## src/rtl/patp_pkg.sv

```systemverilog
// patp_pkg: shared opcode, state and ALU encodings for the PATP control path
package patp_pkg;
   localparam logic [2:0] OP_LOAD  = 3'b000;
   localparam logic [2:0] OP_STORE = 3'b001;
   localparam logic [2:0] OP_ADD   = 3'b010;
   localparam logic [2:0] OP_SUB   = 3'b011;
   localparam logic [2:0] OP_JMP   = 3'b100;
   localparam logic [2:0] OP_JZ    = 3'b101;
   localparam logic [2:0] OP_NOP   = 3'b110;
   localparam logic [2:0] OP_HALT  = 3'b111;
   typedef enum logic [1:0] {
      ST_FETCH  = 2'b00,
      ST_DECODE = 2'b01,
      ST_EXEC   = 2'b10,
      ST_HALT   = 2'b11
   } state_t;
   localparam logic [1:0] ALU_PASS = 2'b00;
   localparam logic [1:0] ALU_ADD  = 2'b01;
   localparam logic [1:0] ALU_SUB  = 2'b10;
endpackage

```

## src/rtl/patp_ctrl_decode.sv

```systemverilog
// patp_ctrl_decode: combinational opcode classifier for the PATP sequencer
// Ports: opcode (in) -> is_mem_rd, is_mem_wr, is_jump, is_cond, alu_op, is_halt (out)
// PATP_CTRL_HALT_EN: when undefined, opcode 111 is never flagged as halt (runs as NOP)
module patp_ctrl_decode
   import patp_pkg::*;
(
   input  logic [2:0] opcode,
   output logic       is_mem_rd,
   output logic       is_mem_wr,
   output logic       is_jump,
   output logic       is_cond,
   output logic [1:0] alu_op,
   output logic       is_halt
);
   assign is_mem_rd = opcode == OP_LOAD || opcode == OP_ADD || opcode == OP_SUB;
   assign is_mem_wr = opcode == OP_STORE;
   assign is_jump   = opcode == OP_JMP || opcode == OP_JZ;
   assign is_cond   = opcode == OP_JZ;
   assign alu_op    = opcode == OP_ADD ? ALU_ADD : opcode == OP_SUB ? ALU_SUB : ALU_PASS;
`ifdef PATP_CTRL_HALT_EN
   assign is_halt   = opcode == OP_HALT;
`else
   assign is_halt   = 1'b0;
`endif
endmodule

```

## src/rtl/patp_ctrl.sv

```systemverilog
// patp_ctrl: fetch/decode/execute sequencer driving PATP memory, PC, IR and accumulator strobes
// Ports: clk, rst (async, active-high), opcode, acc_zero, mem_ready (in);
//        mem_rd, mem_wr, addr_sel, ir_we, pc_inc, pc_load, acc_we, alu_op, halted, state (out)
// PATP_CTRL_HALT_EN: enables opcode 111 to stop the core; otherwise 111 is a NOP and halted is 0
module patp_ctrl
   import patp_pkg::*;
(
   input  logic       clk,
   input  logic       rst,
   input  logic [2:0] opcode,
   input  logic       acc_zero,
   input  logic       mem_ready,
   output logic       mem_rd,
   output logic       mem_wr,
   output logic       addr_sel,
   output logic       ir_we,
   output logic       pc_inc,
   output logic       pc_load,
   output logic       acc_we,
   output logic [1:0] alu_op,
   output logic       halted,
   output logic [1:0] state
);
   state_t st, nxt;
   logic run, is_mem_rd, is_mem_wr, is_jump, is_cond, is_halt, is_mem;
   logic [1:0] dec_alu;
   patp_ctrl_decode u_dec (
      .opcode    (opcode),
      .is_mem_rd (is_mem_rd),
      .is_mem_wr (is_mem_wr),
      .is_jump   (is_jump),
      .is_cond   (is_cond),
      .alu_op    (dec_alu),
      .is_halt   (is_halt)
   );
   // every strobe is gated by rst so an access in flight drops the moment reset rises
   assign run    = !rst;
   assign is_mem = is_mem_rd || is_mem_wr;
   assign state  = st;
`ifdef PATP_CTRL_HALT_EN
   assign halted = run && st == ST_HALT;
`else
   assign halted = 1'b0;
`endif
   always_ff @(posedge clk or posedge rst)
      if (rst) st <= ST_FETCH;
      else     st <= nxt;
   always_comb begin
      nxt      = st;
      mem_rd   = 1'b0;
      mem_wr   = 1'b0;
      addr_sel = 1'b0;
      ir_we    = 1'b0;
      pc_inc   = 1'b0;
      pc_load  = 1'b0;
      acc_we   = 1'b0;
      alu_op   = ALU_PASS;
      unique case (st)
         ST_FETCH: begin
            mem_rd = run;
            ir_we  = run && mem_ready;
            pc_inc = run && mem_ready;
            nxt    = mem_ready ? ST_DECODE : ST_FETCH;
         end
         ST_DECODE: nxt = ST_EXEC;
         ST_EXEC: begin
            addr_sel = run && is_mem;
            mem_rd   = run && is_mem_rd;
            mem_wr   = run && is_mem_wr;
            acc_we   = run && is_mem_rd && mem_ready;
            alu_op   = run && is_mem_rd ? dec_alu : ALU_PASS;
            pc_load  = run && is_jump && (!is_cond || acc_zero);
            nxt      = is_halt ? ST_HALT : (is_mem && !mem_ready) ? ST_EXEC : ST_FETCH;
         end
         ST_HALT: nxt = ST_HALT;
      endcase
   end
endmodule

```

## config.mk

```make
export PLATFORM = sky130hd
export DESIGN_NAME = patp_ctrl
export DESIGN_NICKNAME = d
export VERILOG_FILES = /design/src/rtl/patp_pkg.sv /design/src/rtl/patp_ctrl_decode.sv /design/src/rtl/patp_ctrl.sv
export SDC_FILE = /design/constraint.sdc
export NUM_CORES = 1
export LEC_CHECK = 0
export CAP_MARGIN = 10
export CORE_AREA = 5 5 42 44
export CTS_CLUSTER_SIZE = 14
export DETAILED_ROUTE_END_ITERATION = 12
export DIE_AREA = 0 0 47 49
export PLACE_DENSITY = 0.5
export REMOVE_ABC_BUFFERS = 1
export SETUP_SLACK_MARGIN = 0.05
export SYNTH_ARGS = -nofsm -noshare
export SYNTH_HDL_FRONTEND = slang
export SYNTH_SLANG_ARGS = --single-unit
```

## constraint.sdc

```tcl
create_clock -name clk -period 1.79 [get_ports clk]
set_input_delay 0.2685 -clock clk [delete_from_list [all_inputs] [get_ports clk]]
set_output_delay 0.2685 -clock clk [all_outputs]
set_load 0.05 [all_outputs]
```

==> results.json <==
{
  "htreeDepth": 1,
  "cp-end-kind": "primary output",
  "dp_hpwl_um": 618,
  "fill_cells": 156,
  "fmax_ghz": 0.549,
  "fin_ws_ns": -0.0309,
  "antenna_found_initial": 0,
  "instances_no_fill": 72,
  "cts_buffer_depth": 2,
  "rr_worst_depth": 3,
  "insertion_delay_ns": 0.22,
  "powerDensity_nw_per_um2": 1170,
  "arrival_ns": 1.55,
  "totalNegativeSetupSlack_ns": -0.0309,
  "vias_per_cell": 4.31,
  "period_minus_slack_ns": 1.82,
  "status": "complete, but fails checks",
  "p_int_uw": 405,
  "fin_worst_skew_ns": 0.000325,
  "drive_gt1_share_pct": 67.9,
  "drt_iter0_drc": 1,
  "slew_violations": 0,
  "crit_cells": 4,
  "rsz0062_at_grt": "true",
  "cts_hold_buffers": 0,
  "layout.nets": 65,
  "finalWeightedCongestion": 0.623,
  "cp-endpoint": "alu_op[0]",
  "start_util_pct": 14.0,
  "grt_pass1_vias": 344,
  "syn_to_final_growth_pct": 223,
  "critPathKind": "reg -> out",
  "power.net_switching_uw": 336,
  "hold_viol": 0,
  "firstDrtPassIters": 2,
  "critPathBufInv": 2,
  "postSynthCellCount": 24,
  "hold_path_class": "in -> async",
  "clk_pin_slew_worst_paths_ns": 0.03,
  "yosysWarnings": 0,
  "ant_nets": 0,
  "cpPeakStageDelay_ns": 0.52,
  "numCtsBuffers": 3,
  "tritoncts": "yes",
  "dp_slack_ns": -0.236,
  "dp_cells": 67,
  "numPortBuffers": 17,
  "ff_latch_area_um2": 51.3,
  "overflow": 0,
  "cp-start-kind": "flip-flop",
  "use_met1_pct": 10.1,
  "ir_drop_v": 0.000550,
  "met3_usage_pct": 0.738,
  "track_usage_pct": 8.10,
  "ys_seq_area_share_pct": 25.5,
  "met2_usage_pct": 12.4,
  "cts_root_buf": "clkbuf_4",
  "avgSynthCellArea_um2": 8.18,
  "crit_path_cell_trace": "or4b_4, nor3b_2, buf_4, buf_12",
  "cts_sinks": 2,
  "n_antenna_cell": 0,
  "p_comb_share_pct": 74.9,
  "cp_max_fo": 3,
  "grt-busiest-layer": "met2",
  "failed_checks": "setup timing",
  "multi_input_area_um2": 173,
  "largest_register_ffs": 2,
  "ios": 19,
  "sw_frac_of_total_pct": 45.3,
  "critPathRequiredTime_ns": 1.52,
  "cap_violations": 0,
  "synth_cell_types": 19,
  "die_y_um": 49,
  "grt_max_degree": 8,
  "cp_slowest_cell": "or4b_4",
  "via_count": 310,
  "finalCritPeriodShare_pct": 102,
  "setup_viol": 1,
  "reg2reg_slack_ns": 0.70,
  "timing.rr.start": "state[1]",
  "wl_per_cell_um": 11.0,
  "wirelength_um": 795,
  "die_area_um2": 2300,
  "synth_seq_cells": 2,
  "clkPwrFrac_pct": 13.2,
  "drcViolationCount": 0,
  "p_leak_uw": 0.000287,
  "path_delay_family": "simple AND/OR/NAND/NOR gates",
  "worstReg2RegEnd": "state[1]",
  "startpoint": "state[0]",
  "grt_pass1_wl_um": 1390,
  "seqPwrFrac_pct": 11.9,
  "die_w_um": 47,
  "num_rows": 14,
  "coreArea_um2": 1400,
  "syn_area_um2": 196
}
## power groups by stage
stage / combinational (uW) / clock (uW) / sequential [uW]
after CTS: 521 / 103 / 97.6
after floorplan: 145 / 0 / 173
after detailed placement: 473 / 0 / 88.6
after global placement: 471 / 0 / 88.6
after global routing: 589 / 105 / 90.2
final: 555 / 97.6 / 88.2
## tightest hold or removal path, stage by stage
cell,delay (ns)
dlygate4sd2_1,0.25
buf_4,0.16
inv_1,0.08
## cell families after synthesis
kind of cell,count (synthesis),share of synthesized area (%)
other cells,1,1.91
buf+inv,4,11.5
compound gates,2,7.00
flops,2,25.5
simple gates,15,54.1
## layer usage
| metal | part of all wire (%) | wire [um] | vias to the layer above |
|---|---|---|---|
| met4 | 0 | 0 | 0 |
| met2 | 55 | 434 | 9 |
| li1 | - | - | 151 |
| met5 | 0 | 0 | - |
| met1 | 38 | 302 | 150 |
| met3 | 7.3 | 58 | 0 |
## stage by stage
step	power, uW	cell area (um^2)	hold slack (ns)	util [%]
floorplan	318	181	0.00968	-
global placement	560	547	0.608	39.0
detailed placement	561	547	0.599	39.0
CTS	722	618	0.196	44.1
global route	784	634	0.232	45.3
finish	741	634	0.211	45.3
## cell usage in the layout, fill, tap and decap left out, drive strengths merged
| cell type | netlist | layout |
|---|---|---|
| inv | 2 | 2 |
| dfrtp | 2 | 2 |
| clkdlybuf4s50 | 0 | 3 |
| o21ai | 1 | 1 |
| buf | 2 | 25 |
| nand2b | 2 | 2 |
| nor4b | 1 | 1 |
| conb | 1 | 1 |
| nor2 | 1 | 1 |
| or4b | 1 | 1 |
| nand3b | 1 | 1 |
| and3b | 1 | 1 |
| dlygate4sd2 | 0 | 3 |
| a2111oi | 1 | 1 |
| or2 | 1 | 1 |
| nor3b | 2 | 2 |
| nand2 | 1 | 1 |
| nor2b | 1 | 1 |
| and3 | 2 | 2 |
| clkbuf | 0 | 3 |
| nor4 | 1 | 1 |
## layout make-up
type,count,area share (%)
multi-input cells,18,27.2
clock buffers,3,3.55
inverters,2,1.18
flip-flops and latches,2,8.09
well taps,16,3.16
repair buffers,31,56.8
## synth_stat cells (all sizes together)
master,instances,area [um^2]
nand2b,2,12.5
nor3b,2,15.0
nor2,1,3.75
and3,2,12.5
conb,1,3.75
buf,2,15.0
nand2,1,3.75
nand3b,1,7.51
o21ai,1,5.00
or2,1,6.26
or4b,1,13.8
and3b,1,10.0
nor4,1,6.26
inv,2,7.50
nor2b,1,6.26
dfrtp,2,50.1
nor4b,1,8.76
a2111oi,1,8.76
## worst min-delay path by stage
stage | start | end | cells after the start
6_report | rst | state[0] | 3
2_1_floorplan | rst | state[0] | 1
3_5_place_dp | rst | state[1] | 3
3_3_place_gp | rst | state[0] | 3
4_1_cts | rst | state[0] | 3
5_1_grt | rst | state[0] | 3
## timing repair
action | in CTS | in global routing
pin swaps | 4 | 5
buffers inserted | 1 | 2
setup endpoints to repair | 8 | 9
gates resized for setup | 12 | 1
Power figures use the tool's default switching activity.
